[src/rtl/game_sequencer_if.sv]
`default_nettype none
//============================================================================
// Module      : game_sequencer_if
// Description : Signal bundle between the game sequencer and its peers.
//               Carries hiscore when HISCORE_EN is defined.
// Revision    : 1.0 - initial release
//============================================================================
interface game_sequencer_if;
    logic        start_req;
    logic        vs;
    logic        px_dinosaur;
    logic        px_cactus;
    logic        game_status;
    logic        game_over;
    logic [3:0]  speed;
    logic [15:0] score;
    logic        frame_tick;
`ifdef HISCORE_EN
    logic [15:0] hiscore;

    modport master (
        output start_req, vs, px_dinosaur, px_cactus,
        input  game_status, game_over, speed, score, frame_tick, hiscore
    );
    modport slave (
        input  start_req, vs, px_dinosaur, px_cactus,
        output game_status, game_over, speed, score, frame_tick, hiscore
    );
`else
    modport master (
        output start_req, vs, px_dinosaur, px_cactus,
        input  game_status, game_over, speed, score, frame_tick
    );
    modport slave (
        input  start_req, vs, px_dinosaur, px_cactus,
        output game_status, game_over, speed, score, frame_tick
    );
`endif
endinterface
`default_nettype wire

[src/rtl/game_sequencer.sv]
`default_nettype none
//============================================================================
// Module      : game_sequencer
// Description : IDLE/RUNNING/OVER game-flow controller with BCD score and
//               speed schedule, stepping at vs falling edges.
//               Optional macro HISCORE_EN adds a high-score register.
// Revision    : 1.0 - initial release
//============================================================================
module game_sequencer #(
    parameter int SPEED_INIT = 1,
    parameter int SPEED_MAX  = 15,
    parameter int SPEED_STEP = 600,
    parameter int OVER_HOLD  = 30
) (
    input  wire logic       CLK,
    input  wire logic       RESET,
    game_sequencer_if.slave bus
);

    localparam int c_FCNT_W = (SPEED_STEP > 1) ? $clog2(SPEED_STEP) : 1;
    localparam int c_HOLD_W = (OVER_HOLD > 0) ? $clog2(OVER_HOLD + 1) : 1;
    localparam logic [3:0]          c_SPEED_INIT = 4'(SPEED_INIT);
    localparam logic [3:0]          c_SPEED_MAX  = 4'(SPEED_MAX);
    localparam logic [c_FCNT_W-1:0] c_STEP_LAST  = c_FCNT_W'(SPEED_STEP - 1);
    localparam logic [c_HOLD_W-1:0] c_HOLD_INIT  = c_HOLD_W'(OVER_HOLD);

    typedef enum logic [1:0] {
        ST_IDLE = 2'd0,
        ST_RUN  = 2'd1,
        ST_OVER = 2'd2
    } state_t;

    state_t                r_state;
    logic                  r_vs_d;
    logic                  r_frame_tick;
    logic                  r_start_pend;
    logic                  r_hit;
    logic [c_HOLD_W-1:0]   r_hold_cnt;
    logic [c_FCNT_W-1:0]   r_frame_cnt;
    logic [3:0]            r_speed;
    logic [15:0]           r_score;
    logic                  r_game_status;
    logic                  r_game_over;

    state_t                w_state_nxt;
    logic                  w_enter_run;
    logic                  w_start_pend_nxt;
    logic                  w_hit_nxt;
    logic [c_HOLD_W-1:0]   w_hold_nxt;
    logic [c_FCNT_W-1:0]   w_frame_cnt_nxt;
    logic [3:0]            w_speed_nxt;
    logic [15:0]           w_score_nxt;
    logic [3:0]            w_dig_nine;
    logic [3:0]            w_carry;
    logic [15:0]           w_score_inc;

    // BCD increment: a digit rolls over only when every lower digit is 9
    always_comb begin
        w_carry[0] = 1'b1;
        for (int i = 1; i < 4; i++) begin
            w_carry[i] = w_carry[i-1] & w_dig_nine[i-1];
        end
    end

    for (genvar gi = 0; gi < 4; gi++) begin : g_bcd
        assign w_dig_nine[gi] = (r_score[4*gi +: 4] == 4'd9);
        assign w_score_inc[4*gi +: 4] = !w_carry[gi]   ? r_score[4*gi +: 4] :
                                        w_dig_nine[gi] ? 4'd0 :
                                                         r_score[4*gi +: 4] + 4'd1;
    end

    always_comb begin
        w_state_nxt     = r_state;
        w_enter_run     = 1'b0;
        w_hold_nxt      = r_hold_cnt;
        w_frame_cnt_nxt = r_frame_cnt;
        w_speed_nxt     = r_speed;
        w_score_nxt     = r_score;

        if (r_frame_tick) begin
            unique case (r_state)
                ST_IDLE: w_enter_run = r_start_pend;
                ST_RUN: begin
                    if (r_hit) begin
                        w_state_nxt = ST_OVER;
                        w_hold_nxt  = c_HOLD_INIT;
                    end else begin
                        w_score_nxt = (r_score == 16'h9999) ? r_score : w_score_inc;
                        if (r_frame_cnt == c_STEP_LAST) begin
                            w_frame_cnt_nxt = '0;
                            w_speed_nxt     = (r_speed >= c_SPEED_MAX) ? c_SPEED_MAX
                                                                       : r_speed + 4'd1;
                        end else begin
                            w_frame_cnt_nxt = r_frame_cnt + 1'b1;
                        end
                    end
                end
                ST_OVER: begin
                    w_enter_run = r_start_pend;
                    if (!r_start_pend && (r_hold_cnt != '0)) begin
                        w_hold_nxt = r_hold_cnt - 1'b1;
                    end
                end
                default: w_state_nxt = ST_IDLE;
            endcase
        end

        if (w_enter_run) begin
            w_state_nxt     = ST_RUN;
            w_score_nxt     = '0;
            w_speed_nxt     = c_SPEED_INIT;
            w_frame_cnt_nxt = '0;
        end

        // Start requests are only accepted while a new game may begin
        w_start_pend_nxt = r_start_pend;
        if (w_enter_run) begin
            w_start_pend_nxt = 1'b0;
        end else if (bus.start_req &&
                     ((r_state == ST_IDLE) ||
                      ((r_state == ST_OVER) && (r_hold_cnt == '0)))) begin
            w_start_pend_nxt = 1'b1;
        end

        w_hit_nxt = r_hit;
        if (w_enter_run) begin
            w_hit_nxt = 1'b0;
        end else if ((r_state == ST_RUN) && bus.px_dinosaur && bus.px_cactus) begin
            w_hit_nxt = 1'b1;
        end
    end

    always_ff @(posedge CLK) begin
        if (RESET) begin
            r_state       <= ST_IDLE;
            r_vs_d        <= 1'b0;
            r_frame_tick  <= 1'b0;
            r_start_pend  <= 1'b0;
            r_hit         <= 1'b0;
            r_hold_cnt    <= '0;
            r_frame_cnt   <= '0;
            r_speed       <= c_SPEED_INIT;
            r_score       <= '0;
            r_game_status <= 1'b0;
            r_game_over   <= 1'b0;
        end else begin
            r_state       <= w_state_nxt;
            r_vs_d        <= bus.vs;
            r_frame_tick  <= r_vs_d & ~bus.vs;
            r_start_pend  <= w_start_pend_nxt;
            r_hit         <= w_hit_nxt;
            r_hold_cnt    <= w_hold_nxt;
            r_frame_cnt   <= w_frame_cnt_nxt;
            r_speed       <= w_speed_nxt;
            r_score       <= w_score_nxt;
            r_game_status <= (w_state_nxt == ST_RUN);
            r_game_over   <= (w_state_nxt == ST_OVER);
        end
    end

`ifdef HISCORE_EN
    logic [15:0] r_hiscore;

    // BCD words order the same way as their decimal values
    always_ff @(posedge CLK) begin
        if (RESET) begin
            r_hiscore <= '0;
        end else if (r_frame_tick && (r_state == ST_RUN) && r_hit &&
                     (r_score > r_hiscore)) begin
            r_hiscore <= r_score;
        end
    end

    assign bus.hiscore = r_hiscore;
`endif

    assign bus.game_status = r_game_status;
    assign bus.game_over   = r_game_over;
    assign bus.speed       = r_speed;
    assign bus.score       = r_score;
    assign bus.frame_tick  = r_frame_tick;

endmodule
`default_nettype wire

[src/flat_wrapper.sv]
// flat-port wrapper written by rule: the top's interface ports become plain ports
module game_sequencer_flat 
#(
    parameter int SPEED_INIT = 1,
    parameter int SPEED_MAX  = 15,
    parameter int SPEED_STEP = 600,
    parameter int OVER_HOLD  = 30
)
  (CLK, RESET, bus_start_req, bus_vs, bus_px_dinosaur, bus_px_cactus, bus_game_status, bus_game_over, bus_speed, bus_score, bus_frame_tick);
  game_sequencer_if bus_i ();
  input  wire logic CLK;
  input  wire logic RESET;
  input wire logic [$bits(bus_i.start_req)-1:0] bus_start_req;
  input wire logic [$bits(bus_i.vs)-1:0] bus_vs;
  input wire logic [$bits(bus_i.px_dinosaur)-1:0] bus_px_dinosaur;
  input wire logic [$bits(bus_i.px_cactus)-1:0] bus_px_cactus;
  output wire logic [$bits(bus_i.game_status)-1:0] bus_game_status;
  output wire logic [$bits(bus_i.game_over)-1:0] bus_game_over;
  output wire logic [$bits(bus_i.speed)-1:0] bus_speed;
  output wire logic [$bits(bus_i.score)-1:0] bus_score;
  output wire logic [$bits(bus_i.frame_tick)-1:0] bus_frame_tick;
  assign bus_i.start_req = bus_start_req;
  assign bus_i.vs = bus_vs;
  assign bus_i.px_dinosaur = bus_px_dinosaur;
  assign bus_i.px_cactus = bus_px_cactus;
  assign bus_game_status = bus_i.game_status;
  assign bus_game_over = bus_i.game_over;
  assign bus_speed = bus_i.speed;
  assign bus_score = bus_i.score;
  assign bus_frame_tick = bus_i.frame_tick;
  game_sequencer #(.SPEED_INIT(SPEED_INIT), .SPEED_MAX(SPEED_MAX), .SPEED_STEP(SPEED_STEP), .OVER_HOLD(OVER_HOLD)) u_core (.CLK(CLK), .RESET(RESET), .bus(bus_i));
endmodule
[config.mk]
export PLATFORM = sky130hd
export DESIGN_NAME = game_sequencer_flat
export DESIGN_NICKNAME = d
export VERILOG_FILES = /design/src/rtl/game_sequencer_if.sv /design/src/rtl/game_sequencer.sv /design/src/flat_wrapper.sv
export SDC_FILE = /design/constraint.sdc
export NUM_CORES = 1
export LEC_CHECK = 0
export BUFFER_PORTS_ARGS = -buffer_cell sky130_fd_sc_hd__buf_2
export CORE_ASPECT_RATIO = 0.7
export CORE_MARGIN = 1
export CORE_UTILIZATION = 57
export DETAILED_ROUTE_END_ITERATION = 12
export PLACE_DENSITY = 0.79
export SYNTH_ARGS = -nofsm -noshare
export SYNTH_HDL_FRONTEND = slang
export SYNTH_SLANG_ARGS = --single-unit
[constraint.sdc]
create_clock -name CLK -period 2.3 [get_ports CLK]
set_clock_uncertainty 0.15 [all_clocks]
set_input_delay 0.115 -clock CLK [delete_from_list [all_inputs] [get_ports CLK]]
set_output_delay 0.115 -clock CLK [all_outputs]
set_load 0.02 [all_outputs]
==> summary.txt, run 1 <==
Global routing
  – First-pass GRT wire length: 7.41 mm
  – Met3 Usage GRT: 6.55%
  – Vias in the first global route: 1662
  – Met1 global-route usage: 34.0%
  – Initial antenna violation count: 0
  – Gr ovfl total: 0
  – Largest net degree at the start of global routing: 24
  – Overall routing resource usage: 24.9%
  – Grt peak-use layer: met2
  – Global-route met2 utilization: 37.8%

Clock tree
  – Clk root buf: clkbuf_8
  – CTS Buf Count: 5
  – CTS tree: yes
  – Clk slew on worst S/H paths: 0.08 ns
  – Clock sink count: 43
  – Skew-Pair Late Insertion Delay: 0.30 ns
  – Clock buffer depth: 2
  – H-tree levels: 2
  – Post-CTS Setup Bufs: 0

STA
  – Setup Viol. Count Final: 0
  – Final min period: 2.07 ns
  – Max-slew headroom: 68.2%
  – Worst-Margin Slew: 0.475 ns
  – Period utilization: 89.8%
  – Post-Route Setup TNS: 0 ns
  – Unrepaired setup endpoints after global routing: no
  – Slew Viols, Final: 0
  – Worst hold slack: 0.332 ns
  – Final Hold Vio Count: 0
  – Max Fclk: 0.484 GHz

Setup path
  – Critical path class: flip-flop to flip-flop
  – Crit path DAT: 2.14 ns
  – CP Capture Type: flip-flop
  – Worst Path Required: 2.38 ns
  – Cell Chain, Critical Path: ha_1 > and3b_4 > o2111ai_4 > or4_1 > a21oi_1
  – RR Endpoint: u_core.bus.score[9]
  – FF-to-FF setup slack: 0.23 ns
  – Slowest stage delay, CP: 0.45 ns
  – Crit Path Max Fanout: 11
  – Startpoint Class: flip-flop
  – Crit-path slowest cell: or4_1
  – Worst Reg-to-Reg Cells: 5
  – FF-to-FF Start: u_core.r_state[0]

Logic synthesis
  – Synth Area per Inst: 8.95 um^2
  – Top cell type's share of synthesized area: 39.6%
  – Biggest area consumer among synthesized cells: dfxtp_1
  – Register bit count reported by yosys: 43
  – Register area share after synthesis: 39.6%
  – Count leader, synth: dfxtp_1
  – EDFF count, synth: 0
  – Synth area leaders: dfxtp_1, a21oi_1, ha_1
  – Commonest cells post-synth: dfxtp_1, a21oi_1, nor2_1, nand2_1, inv_1
  – Cell count after synthesis: 243
  – Synthesis warning total: 0
  – Async set-reset flop share out of synthesis: 0%
  – Mapped Area: 2180 um^2
  – Yosys cell types: 51
  – Net count after synthesis: 256
  – Ys flop type: dfxtp_1

Worst hold path
  – Hold endpoint: u_core.r_start_pend
  – Hold Path Cell Cnt: 2
  – Hold Path Origin: u_core.r_start_pend
  – Hold Crit Class: flip-flop to flip-flop

Route
  – Antenna viol nets, final: 0
  – Via count: 1873
  – Number of vias per cell: 5.66
  – Total Routed Length: 4.60 mm
  – Drt pass-1 iters: 4
  – DR WL/cell: 13.9 um
  – Initial DRC count: 51
  – Residual DRC: 0

Cells and area
  – Area delta synth->final: 14.9%
  – Post-layout util: 69.8%
  – Finished Cell Area: 2500 um^2
  – Layout cells sized above 1: 17.4%
  – Final #Nets: 293
  – Diode count: 0

Power
  – Power Dens Cells: 500 nW/um^2
  – Leak: 0.983 nW
  – Maximum VDD drop: 0.000423 V

Placed design
  – Placed Area: 2360 um^2
  – Port bufs: 28
  – GPL Wtd Cong: 0.861
  – DP HPWL: 3.24 mm

Run
  – Maxcap violations: 0

Floorplanning
  – Die Y: 53.7 um
  – Die W: 75.8 um
  – Core area: 3580 um^2
  – Initial core utilization: 60.8%
  – Std cell rows: 18
  – IO Pins: 29
  – Die area: 4070 um^2

Status
  – Status: finished, final reports clean
final cells by class:
type	count	area, um^2
multi-input combinational	178	1210
fill	280	1080
sequential	43	861
timing repair buffer	38	230
clock buffer	7	76.3
tap	50	62.6
inverter	14	52.6
clock inverter	1	5.00
how the worst max path moves through the flow:
stage | from | end | slack (ns) | cells past startpoint
after floorplan | u_core.r_state[0] | u_core.bus.speed[3] | 0.41 | 6
after global placement | u_core.r_state[0] | u_core.bus.score[15] | 0.30 | 5
after detailed placement | u_core.r_state[0] | u_core.bus.score[15] | 0.25 | 5
after CTS | u_core.r_state[0] | u_core.bus.score[15] | 0.24 | 5
after global routing | u_core.r_state[0] | u_core.bus.score[9] | 0.08 | 5
final | u_core.r_state[0] | u_core.bus.score[9] | 0.23 | 5
per-stage QoR:
step	instances	setup slack, ns	total power, W
floorplan	243	0.410	0.000787
global placement	317	0.297	0.000799
detailed placement	317	0.246	0.000800
CTS	331	0.244	0.00126
global route	331	0.0791	0.00129
finish	331	0.235	0.00125
critical path: cells and delay by family, from the launching register on:
family	cells	cell delay, ns
simple gates	2	0.79
flops	1	0.42
compound gates	2	0.34
fa+ha+maj	1	0.30
sequential cells by signal, summed over array words and instances, names as in the netlist:
register,flops
u_core.bus.score,16
u_core.bus.frame_tick,1
u_core.r_hit,1
u_core.r_start_pend,1
u_core.bus.speed,4
u_core.bus.game_status,1
u_core.r_frame_cnt,10
u_core.r_vs_d,1
u_core.r_state,2
u_core.bus.game_over,1
u_core.r_hold_cnt,5
where the power goes:
| part | switching [W] | leakage [nW] | internal [W] |
|---|---|---|---|
| clock | 0.000247 | 0.0422 | 0.000213 |
| combinational | 0.0000232 | 0.594 | 0.0000154 |
| sequential | 0.00000284 | 0.347 | 0.000747 |
| total | 0.000273 | 0.983 | 0.000976 |
per-layer routing:
| metal | part of all wire [%] | wire length [um] |
|---|---|---|
| met1 | 53 | 2410 |
| met2 | 42 | 1940 |
| met3 | 4.4 | 201 |
| met4 | 0.87 | 40 |
| met5 | 0 | 0 |
cells by family (layout without fill, tap and decap cells):
family | Yosys count | in the layout | synth area share, %
and+or+nand+nor | 102 | 102 | 29.0
AOI/OAI and AO/OA | 57 | 57 | 17.8
DFF | 43 | 43 | 39.6
buffers and inverters | 22 | 60 | 4.71
xor gates and xnor gates | 10 | 10 | 4.03
adders and majority gates | 7 | 7 | 4.03
muxes | 2 | 2 | 0.920
cell usage in the layout, fill, tap and decap left out, types with 4 or more instances in the layout:
cell type / count
a21oi_1: 24
nor2b_1: 7
o31ai_1: 4
nor2_1: 23
buf_4: 4
inv_1: 14
xor2_1: 10
and2_1: 4
nand4_1: 7
nand3_1: 9
or4_1: 4
buf_2: 28
nand2_1: 17
dfxtp_1: 43
o21ai_0: 7
dlygate4sd3_1: 6
ha_1: 7
clkbuf_8: 5
what timing repair did:
item,CTS,global route
endpoints found under the hold margin,10,0
hold buffers,6,0
resized for setup,0,0
endpoints found under the setup margin,0,0
Note: power is estimated with default switching activity, not from simulation.
==> run 2: changes to the inputs <==
--- a/config.mk
+++ b/config.mk
@@ -5,6 +5,7 @@
 export SDC_FILE = /design/constraint.sdc
 export NUM_CORES = 1
 export LEC_CHECK = 0
+export ABC_AREA = 1
 export BUFFER_PORTS_ARGS = -buffer_cell sky130_fd_sc_hd__buf_2
 export CORE_ASPECT_RATIO = 0.7
 export CORE_MARGIN = 1
==> run 2 against run 1 <==
  * Die area grew 4.2%
  * First-iteration DRC count grew 92%
  * Synthesized cell count up 30%
  * Final cell count rose by 22%
  * Worst hold slack worse by 0.060 ns
  * Synthesized area increased by 4.3%
  * Worst setup slack lost 0.0041 ns
  * Non-clock buffer count is 3 lower
  * Critical endpoint is now u_core.r_frame_cnt[2]
  * Largest cell class unchanged
  * Highest routed layer unchanged
==> summary.txt, run 2 <==
Worst hold path
  – Hold Path Cell Cnt: 2 (unchanged)
  – Hold Path Origin: u_core.r_vs_d
  – Hold Crit Class: flip-flop to flip-flop
  – Hold endpoint: u_core.bus.frame_tick

Floorplanning
  – Std cell rows: 18 (unchanged)
  – Die area: 4240 um^2 (+4.2%)
  – Die W: 77.4 um (+2.1%)
  – Die Y: 54.8 um (+2.1%)
  – IO Pins: 29 (unchanged)
  – Core area: 3670 um^2 (+2.5%)
  – Initial core utilization: 61.8% (+1.1 points)

STA
  – Slew Viols, Final: 0 (unchanged)
  – Post-Route Setup TNS: 0 ns (unchanged)
  – Max-slew headroom: 70.1% (+1.9 points)
  – Unrepaired setup endpoints after global routing: no
  – Worst hold slack: 0.272 ns (-0.0603 ns)
  – Worst-Margin Slew: 0.447 ns (-0.0286 ns)
  – Final setup margin: 0.231 ns (-0.00409 ns)
  – Final Hold Vio Count: 0 (unchanged)
  – Period utilization: 90.0% (+0.18 points)
  – Max Fclk: 0.483 GHz (-0.20%)
  – Final min period: 2.07 ns (+0.00409 ns)
  – Setup Viol. Count Final: 0 (unchanged)

Power
  – Maximum VDD drop: 0.000409 V (-3.3%)
  – Power Dens Cells: 507 nW/um^2 (+1.4%)
  – Total power: 0.00133 W (+6.3%)
  – Leak: 1.08 nW (+9.7%)

Logic synthesis
  – Register area share after synthesis: 37.9% (-1.6 points)
  – Biggest area consumer among synthesized cells: dfxtp_1
  – Post-synthesis mux area share: 0% (-0.92 points)
  – Async set-reset flop share out of synthesis: 0% (unchanged)
  – Synthesis warning total: 0 (unchanged)
  – Synth Area per Inst: 7.21 um^2 (-20%)
  – Synth Area in Adders: 3.86% (-0.17 points)
  – EDFF count, synth: 0 (unchanged)
  – Net count after synthesis: 328 (+28%)
  – Count leader, synth: nand2_1
  – Synth Area in XOR/XNOR: 1.93% (-2.1 points)
  – Main combinational cell family by area after synthesis: simple AND/OR/NAND/NOR gates
  – Ys flop type: dfxtp_1
  – Yosys cell types: 32 (-37%)
  – Synth area leaders: dfxtp_1, nand2_1, inv_1
  – Top cell type's share of synthesized area: 37.9% (-1.6 points)
  – Cell count after synthesis: 315 (+30%)
  – Post-synthesis simple-gate area fraction: 34.9% (+5.9 points)
  – Mapped Area: 2270 um^2 (+4.3%)
  – Compound-Gate Fraction of Synth Area: 12.2% (-5.5 points)
  – Commonest cells post-synth: nand2_1, dfxtp_1, inv_1, nor2_1
  – Register bit count reported by yosys: 43 (unchanged)

Run
  – Maxcap violations: 0 (unchanged)

Cells and area
  – Final #Nets: 366 (+25%)
  – Non-Filler Instances: 404 (+22%)
  – Largest register FFs: 16 (unchanged)
  – Layout cells sized above 1: 19.8% (+2.3 points)
  – Diode count: 0 (unchanged)
  – Fillers: 303 (+8.2%)
  – Area delta synth->final: 15.4%
  – Commonest non-fill, non-tap cell in the layout: nand2_1
  – Commonest non-fill, non-tap cells in the layout: nand2_1, dfxtp_1, inv_1

Placed design
  – GPL Wtd Cong: 0.919 (+6.7%)
  – Dpl ws: 0.221 ns (-0.0253 ns)
  – Port bufs: 28 (unchanged)
  – DP HPWL: 3.26 mm (+0.74%)
  – Placed Instances: 390 (+23%)

Route
  – DR WL/cell: 11.3 um (-19%)
  – Number of vias per cell: 5.10 (-9.9%)
  – Total Routed Length: 4.57 mm (-0.59%)
  – Antenna viol nets, final: 0 (unchanged)
  – Residual DRC: 0 (unchanged)
  – Initial DRC count: 98 (+92%)
  – Drt pass-1 iters: 4 (unchanged)
  – Via count: 2060 (+10%)

Clock tree
  – Post-CTS Setup Bufs: 0 (unchanged)
  – CTS tree: yes
  – CTS Buf Count: 5 (unchanged)
  – Clock sink count: 43 (unchanged)
  – Clk slew on worst S/H paths: 0.08 ns (about the same)
  – Clock buffer depth: 2 (unchanged)
  – Clk root buf: clkbuf_8
  – Skew-Pair Late Insertion Delay: 0.30 ns (about the same)
  – H-tree levels: 2 (unchanged)

Setup path
  – Crit Path Max Fanout: 16 (+5)
  – Worst Reg-to-Reg Cells: 7 (+2)
  – FF-to-FF setup slack: 0.23 ns (about the same)
  – RR Endpoint: u_core.r_frame_cnt[2]
  – Startpoint Class: flip-flop
  – FF-to-FF Start: u_core.r_state[0]
  – Crit path DAT: 2.13 ns (about the same)
  – Worst Path Required: 2.36 ns (-0.02 ns)
  – CP Capture Type: flip-flop
  – Critical path class: flip-flop to flip-flop

Global routing
  – Overall routing resource usage: 24.0% (-0.87 points)
  – Gr ovfl total: 0 (unchanged)
  – First-pass GRT wire length: 7.94 mm (+7.1%)
  – Largest net degree at the start of global routing: 17 (-29%)
  – Initial antenna violation count: 0 (unchanged)
  – Vias in the first global route: 1820 (+9.5%)

Status
  – Status: finished, final reports clean
-- run 2: cell types whose count changed after synthesis, moves of 6 or more --
cell     change
nor2b_1      -7
nor2_1      +12
nand3_1     +17
inv_1       +28
o21ai_0      +8
nand2_2      +7
nand2_1     +38
xor2_1       -6
inv_2        +7
-- run 2: power breakdown --
group	leakage [nW]	internal, W	switching (W)
Combinational	0.681	0.0000164	0.0000265
Clock	0.0505	0.000273	0.000262
Sequential	0.347	0.000747	0.00000273
Total	1.08	0.00104	0.000291
-- run 2: timing repair --
| item | in CTS | in global routing |
|---|---|---|
| hold endpoints to repair | 11 | 0 |
| gates resized for setup | 0 | 0 |
| hold buffers | 6 | 0 |
-- run 2: layout make-up --
type / instances / area, um^2 / share of cell area, %
clock buffers: 7 / 96.3 / 3.68
clock inverters: 1 / 7.51 / 0.287
inverters: 49 / 184 / 7.02
multi-input cells: 219 / 1200 / 45.8
flip-flops and latches: 43 / 861 / 32.9
well taps: 50 / 62.6 / 2.39
repair buffers: 35 / 208 / 7.93
-- run 2: critical path: stages, from the launching register on --
cell and delay [ns]:
dfxtp_1 0.41, inv_1 0.08, ha_1 0.29, nor2_1 0.20
nor3_2 0.09, nor2_4 0.29, inv_2 0.23, a211oi_1 0.23
-- run 2: how the worst max path moves through the flow --
stage | start | endpoint | slack, ns | cells past startpoint
5_1_grt | u_core.r_state[0] | u_core.r_frame_cnt[2] | 0.06 | 7
2_1_floorplan | u_core.r_state[0] | u_core.r_frame_cnt[0] | 0.64 | 8
3_5_place_dp | u_core.r_state[0] | u_core.r_frame_cnt[2] | 0.22 | 7
4_1_cts | u_core.r_state[0] | u_core.r_frame_cnt[2] | 0.21 | 7
6_report | u_core.r_state[0] | u_core.r_frame_cnt[2] | 0.23 | 7
3_3_place_gp | u_core.r_state[0] | u_core.r_frame_cnt[2] | 0.38 | 7
-- run 2: metal layers --
metal / up-vias / global-route usage (%) / wire length [um]
met1: 905 / 31.8 / 2360
met2: 48 / 40.3 / 1960
li1: 1100 / - / -
met4: 0 / 6.60 / 44
met3: 7 / 5.17 / 202
met5: - / 0 / 0
-- run 2: stage by stage --
step / utilization (%) / instance area, um^2
floorplan: - / 2270
global placement: 66.9 / 2460
detailed placement: 66.9 / 2460
CTS: 71.4 / 2620
global route: 71.4 / 2620
finish: 71.4 / 2620
-- run 2: kinds of logic (layout without fill, tap and decap cells) --
family,count (synthesis),after routing
AOI/OAI and AO/OA,50,50
and+or+nand+nor,157,157
adders and majority gates,7,7
DFF,43,43
xor gates and xnor gates,5,5
buffers and inverters,53,92
==> run 3: changes to the inputs <==
--- a/config.mk
+++ b/config.mk
@@ -7,7 +7,7 @@
 export LEC_CHECK = 0
 export ABC_AREA = 1
 export BUFFER_PORTS_ARGS = -buffer_cell sky130_fd_sc_hd__buf_2
-export CORE_ASPECT_RATIO = 0.7
+export CORE_ASPECT_RATIO = 1.25
 export CORE_MARGIN = 1
 export CORE_UTILIZATION = 57
 export DETAILED_ROUTE_END_ITERATION = 12
==> run 3 against run 2 <==
  * Worst setup slack better by 0.064 ns
  * Non-clock buffer count unchanged
  * Sequential share of layout area down 0.42 points
  * Maximum frequency up 3.2%
  * Highest routed layer unchanged
  * Design area up 1.3%
  * Worst hold slack better by 0.047 ns
  * Via count up 1.4%
  * Flip-flop and latch count unchanged
  * Utilization down 1.3 points
  * First-iteration DRC count down 9.2%
  * Clock power up 30%
==> summary.txt, run 3 (same netlist as run 2, synthesis figures left out) <==
Status
  – Status: finished, final reports clean

Route
  – Initial DRC count: 89 (-9.2%)
  – Drt pass-1 iters: 4 (unchanged)
  – Residual DRC: 0 (unchanged)
  – Via count: 2088 (+1.4%)
  – DR WL/cell: 11.1 um (-2.2%)
  – Total Routed Length: 4.51 mm (-1.2%)
  – Number of vias per cell: 5.12 (+0.37%)
  – Antenna viol nets, final: 0 (unchanged)

Setup path
  – Buf/Inv on CP: 2 (unchanged)
  – CP Capture Type: flip-flop
  – FF-to-FF Start: u_core.r_state[0]
  – Crit Path Max Fanout: 16 (unchanged)
  – Crit path DAT: 2.08 ns (-0.05 ns)
  – Worst Reg-to-Reg Cells: 7 (unchanged)
  – Crit-path slowest cell: dfxtp_1
  – Cell Chain, Critical Path: inv_1 > ha_1 > nor2_1 > nor3_2 > nor2_4 > inv_2 > a211oi_1
  – Startpoint Class: flip-flop
  – Critical path class: flip-flop to flip-flop
  – Worst Path Required: 2.37 ns (about the same)
  – RR Endpoint: u_core.r_frame_cnt[2]
  – FF-to-FF setup slack: 0.29 ns (+0.06 ns)
  – Slowest stage delay, CP: 0.40 ns (about the same)
  – Top delay family on crit path: simple AND/OR/NAND/NOR gates

Cells and area
  – Layout cells sized above 1: 19.5% (-0.28 points)
  – Largest register FFs: 16 (unchanged)
  – Area delta synth->final: 16.9%
  – Diode count: 0 (unchanged)
  – Commonest non-fill, non-tap cell in the layout: nand2_1
  – Commonest non-fill, non-tap cells in the layout: nand2_1, dfxtp_1, inv_1
  – Final #Nets: 366 (unchanged)
  – Non-Filler Instances: 408 (+0.99%)

Worst hold path
  – Hold Crit Class: flip-flop to flip-flop
  – Hold Path Cell Cnt: 2 (unchanged)
  – Hold Path Origin: u_core.r_frame_cnt[6]
  – Hold endpoint: u_core.r_frame_cnt[6]

STA
  – Max Fclk: 0.499 GHz (+3.2%)
  – Worst hold slack: 0.319 ns (+0.0468 ns)
  – Final min period: 2.01 ns (-0.0641 ns)
  – Unrepaired setup endpoints after global routing: no
  – Setup Viol. Count Final: 0 (unchanged)
  – Worst-Margin Slew: 0.420 ns (-0.0263 ns)
  – Post-Route Setup TNS: 0 ns (unchanged)
  – Period utilization: 87.2% (-2.8 points)
  – Final Hold Vio Count: 0 (unchanged)
  – Slew Viols, Final: 0 (unchanged)
  – Max-slew headroom: 71.9% (+1.8 points)

Global routing
  – Largest net degree at the start of global routing: 17 (unchanged)
  – Vias in the first global route: 1934 (+6.3%)
  – First-pass GRT wire length: 7.92 mm (-0.18%)
  – Initial antenna violation count: 0 (unchanged)
  – Overall routing resource usage: 23.8% (-0.19 points)
  – Gr ovfl total: 0 (unchanged)

Power
  – Leak: 1.09 nW (+1.5%)
  – Pint: 0.00120 W (+15%)
  – Total power: 0.00149 W (+12%)
  – Combinational Power Share: 2.9% (-0.3 points)
  – Power Dens Cells: 562 nW/um^2 (+11%)
  – Clk network pwr share: 46.8% (+6.5 points)
  – Switching Fraction: 19.7% (-2.3 points)
  – Seq pwr share: 50.4% (-6.1 points)
  – NetSw: 0.000293 W (+0.67%)
  – Maximum VDD drop: 0.000329 V (-20%)

Clock tree
  – Clk root buf: clkbuf_8
  – CTS Buf Count: 5 (unchanged)
  – Clock sink count: 43 (unchanged)
  – Post-CTS Setup Bufs: 0 (unchanged)
  – CTS tree: yes
  – Clock buffer depth: 2 (unchanged)
  – Clk slew on worst S/H paths: 0.08 ns (about the same)
  – Skew-Pair Late Insertion Delay: 0.30 ns (about the same)
  – H-tree levels: 2 (unchanged)

Floorplanning
  – Std cell rows: 25 (+7)
  – Die Y: 72.6 um (+32%)
  – IO Pins: 29 (unchanged)
  – Die W: 58.4 um (-25%)
  – Die area: 4240 um^2 (about the same)
  – Initial core utilization: 60.0% (-1.9 points)
  – Core area: 3780 um^2 (+3.1%)

Run
  – Maxcap violations: 0 (unchanged)

Placed design
  – Port bufs: 28 (unchanged)
  – DP HPWL: 3.22 mm (-1.2%)
  – Placed Instances: 394 (+1.0%)
  – GPL Wtd Cong: 0.785 (-15%)
run 3: cell types whose count changed in the layout (fill, tap and decap cells not counted), sizes merged:
cell	previous run	this run
bufinv	0	2
clkbuf	7	6
clkinvlp	1	0
run 3: final cells by class:
class / instances / area, um^2
inverters: 49 / 184
clock buffers: 6 / 72.6
fillers: 311 / 1130
repair buffers: 35 / 208
multi-input cells: 219 / 1200
flip-flops and latches: 43 / 861
well taps: 54 / 67.6
clock inverters: 2 / 60.1
run 3: metrics by stage:
step	area (um^2)	util [%]	setup WS (ns)
6_report	2650	70.1	0.295
5_1_grt	2650	70.1	0.146
4_1_cts	2650	70.1	0.300
3_5_place_dp	2460	65.0	0.298
3_3_place_gp	2460	65.0	0.375
2_1_floorplan	2270	-	0.644
run 3: worst max path at each step:
| stage | start | endpoint | slack [ns] | cells past startpoint |
|---|---|---|---|---|
| after floorplan | u_core.r_state[0] | u_core.r_frame_cnt[0] | 0.64 | 8 |
| after global placement | u_core.r_state[0] | u_core.bus.game_over | 0.38 | 7 |
| after detailed placement | u_core.r_state[0] | u_core.r_frame_cnt[2] | 0.30 | 7 |
| after CTS | u_core.r_state[0] | u_core.bus.game_over | 0.30 | 7 |
| after global routing | u_core.r_state[0] | u_core.r_frame_cnt[2] | 0.15 | 7 |
| final | u_core.r_state[0] | u_core.r_frame_cnt[2] | 0.29 | 7 |
run 3: repair_timing:
item,in CTS,in global routing
hold endpoints to repair,10,0
hold buffers,6,0
gates resized for setup,0,0
run 3: per-layer routing:
metal / track usage (%) / share of wire (%) / vias up
met5: 0 / 0 / -
met4: 9.26 / 1.4 / 0
met3: 4.28 / 2.9 / 7
met2: 41.1 / 50 / 32
met1: 29.2 / 45 / 951
li1: - / - / 1098
run 3: power groups by stage:
stage	clock network (W)	logic, W	registers (W)
4_1_cts	0.000704	0.0000423	0.000750
3_5_place_dp	0	0.0000366	0.000768
2_1_floorplan	0	0.0000263	0.000768
5_1_grt	0.000729	0.0000475	0.000751
6_report	0.000697	0.0000431	0.000750
3_3_place_gp	0	0.0000356	0.000768
run 3: tightest hold or removal path, cell delays in order, from the launching register on:
cell     delay, ns
dfxtp_1       0.33
inv_1         0.05
a21oi_1       0.05
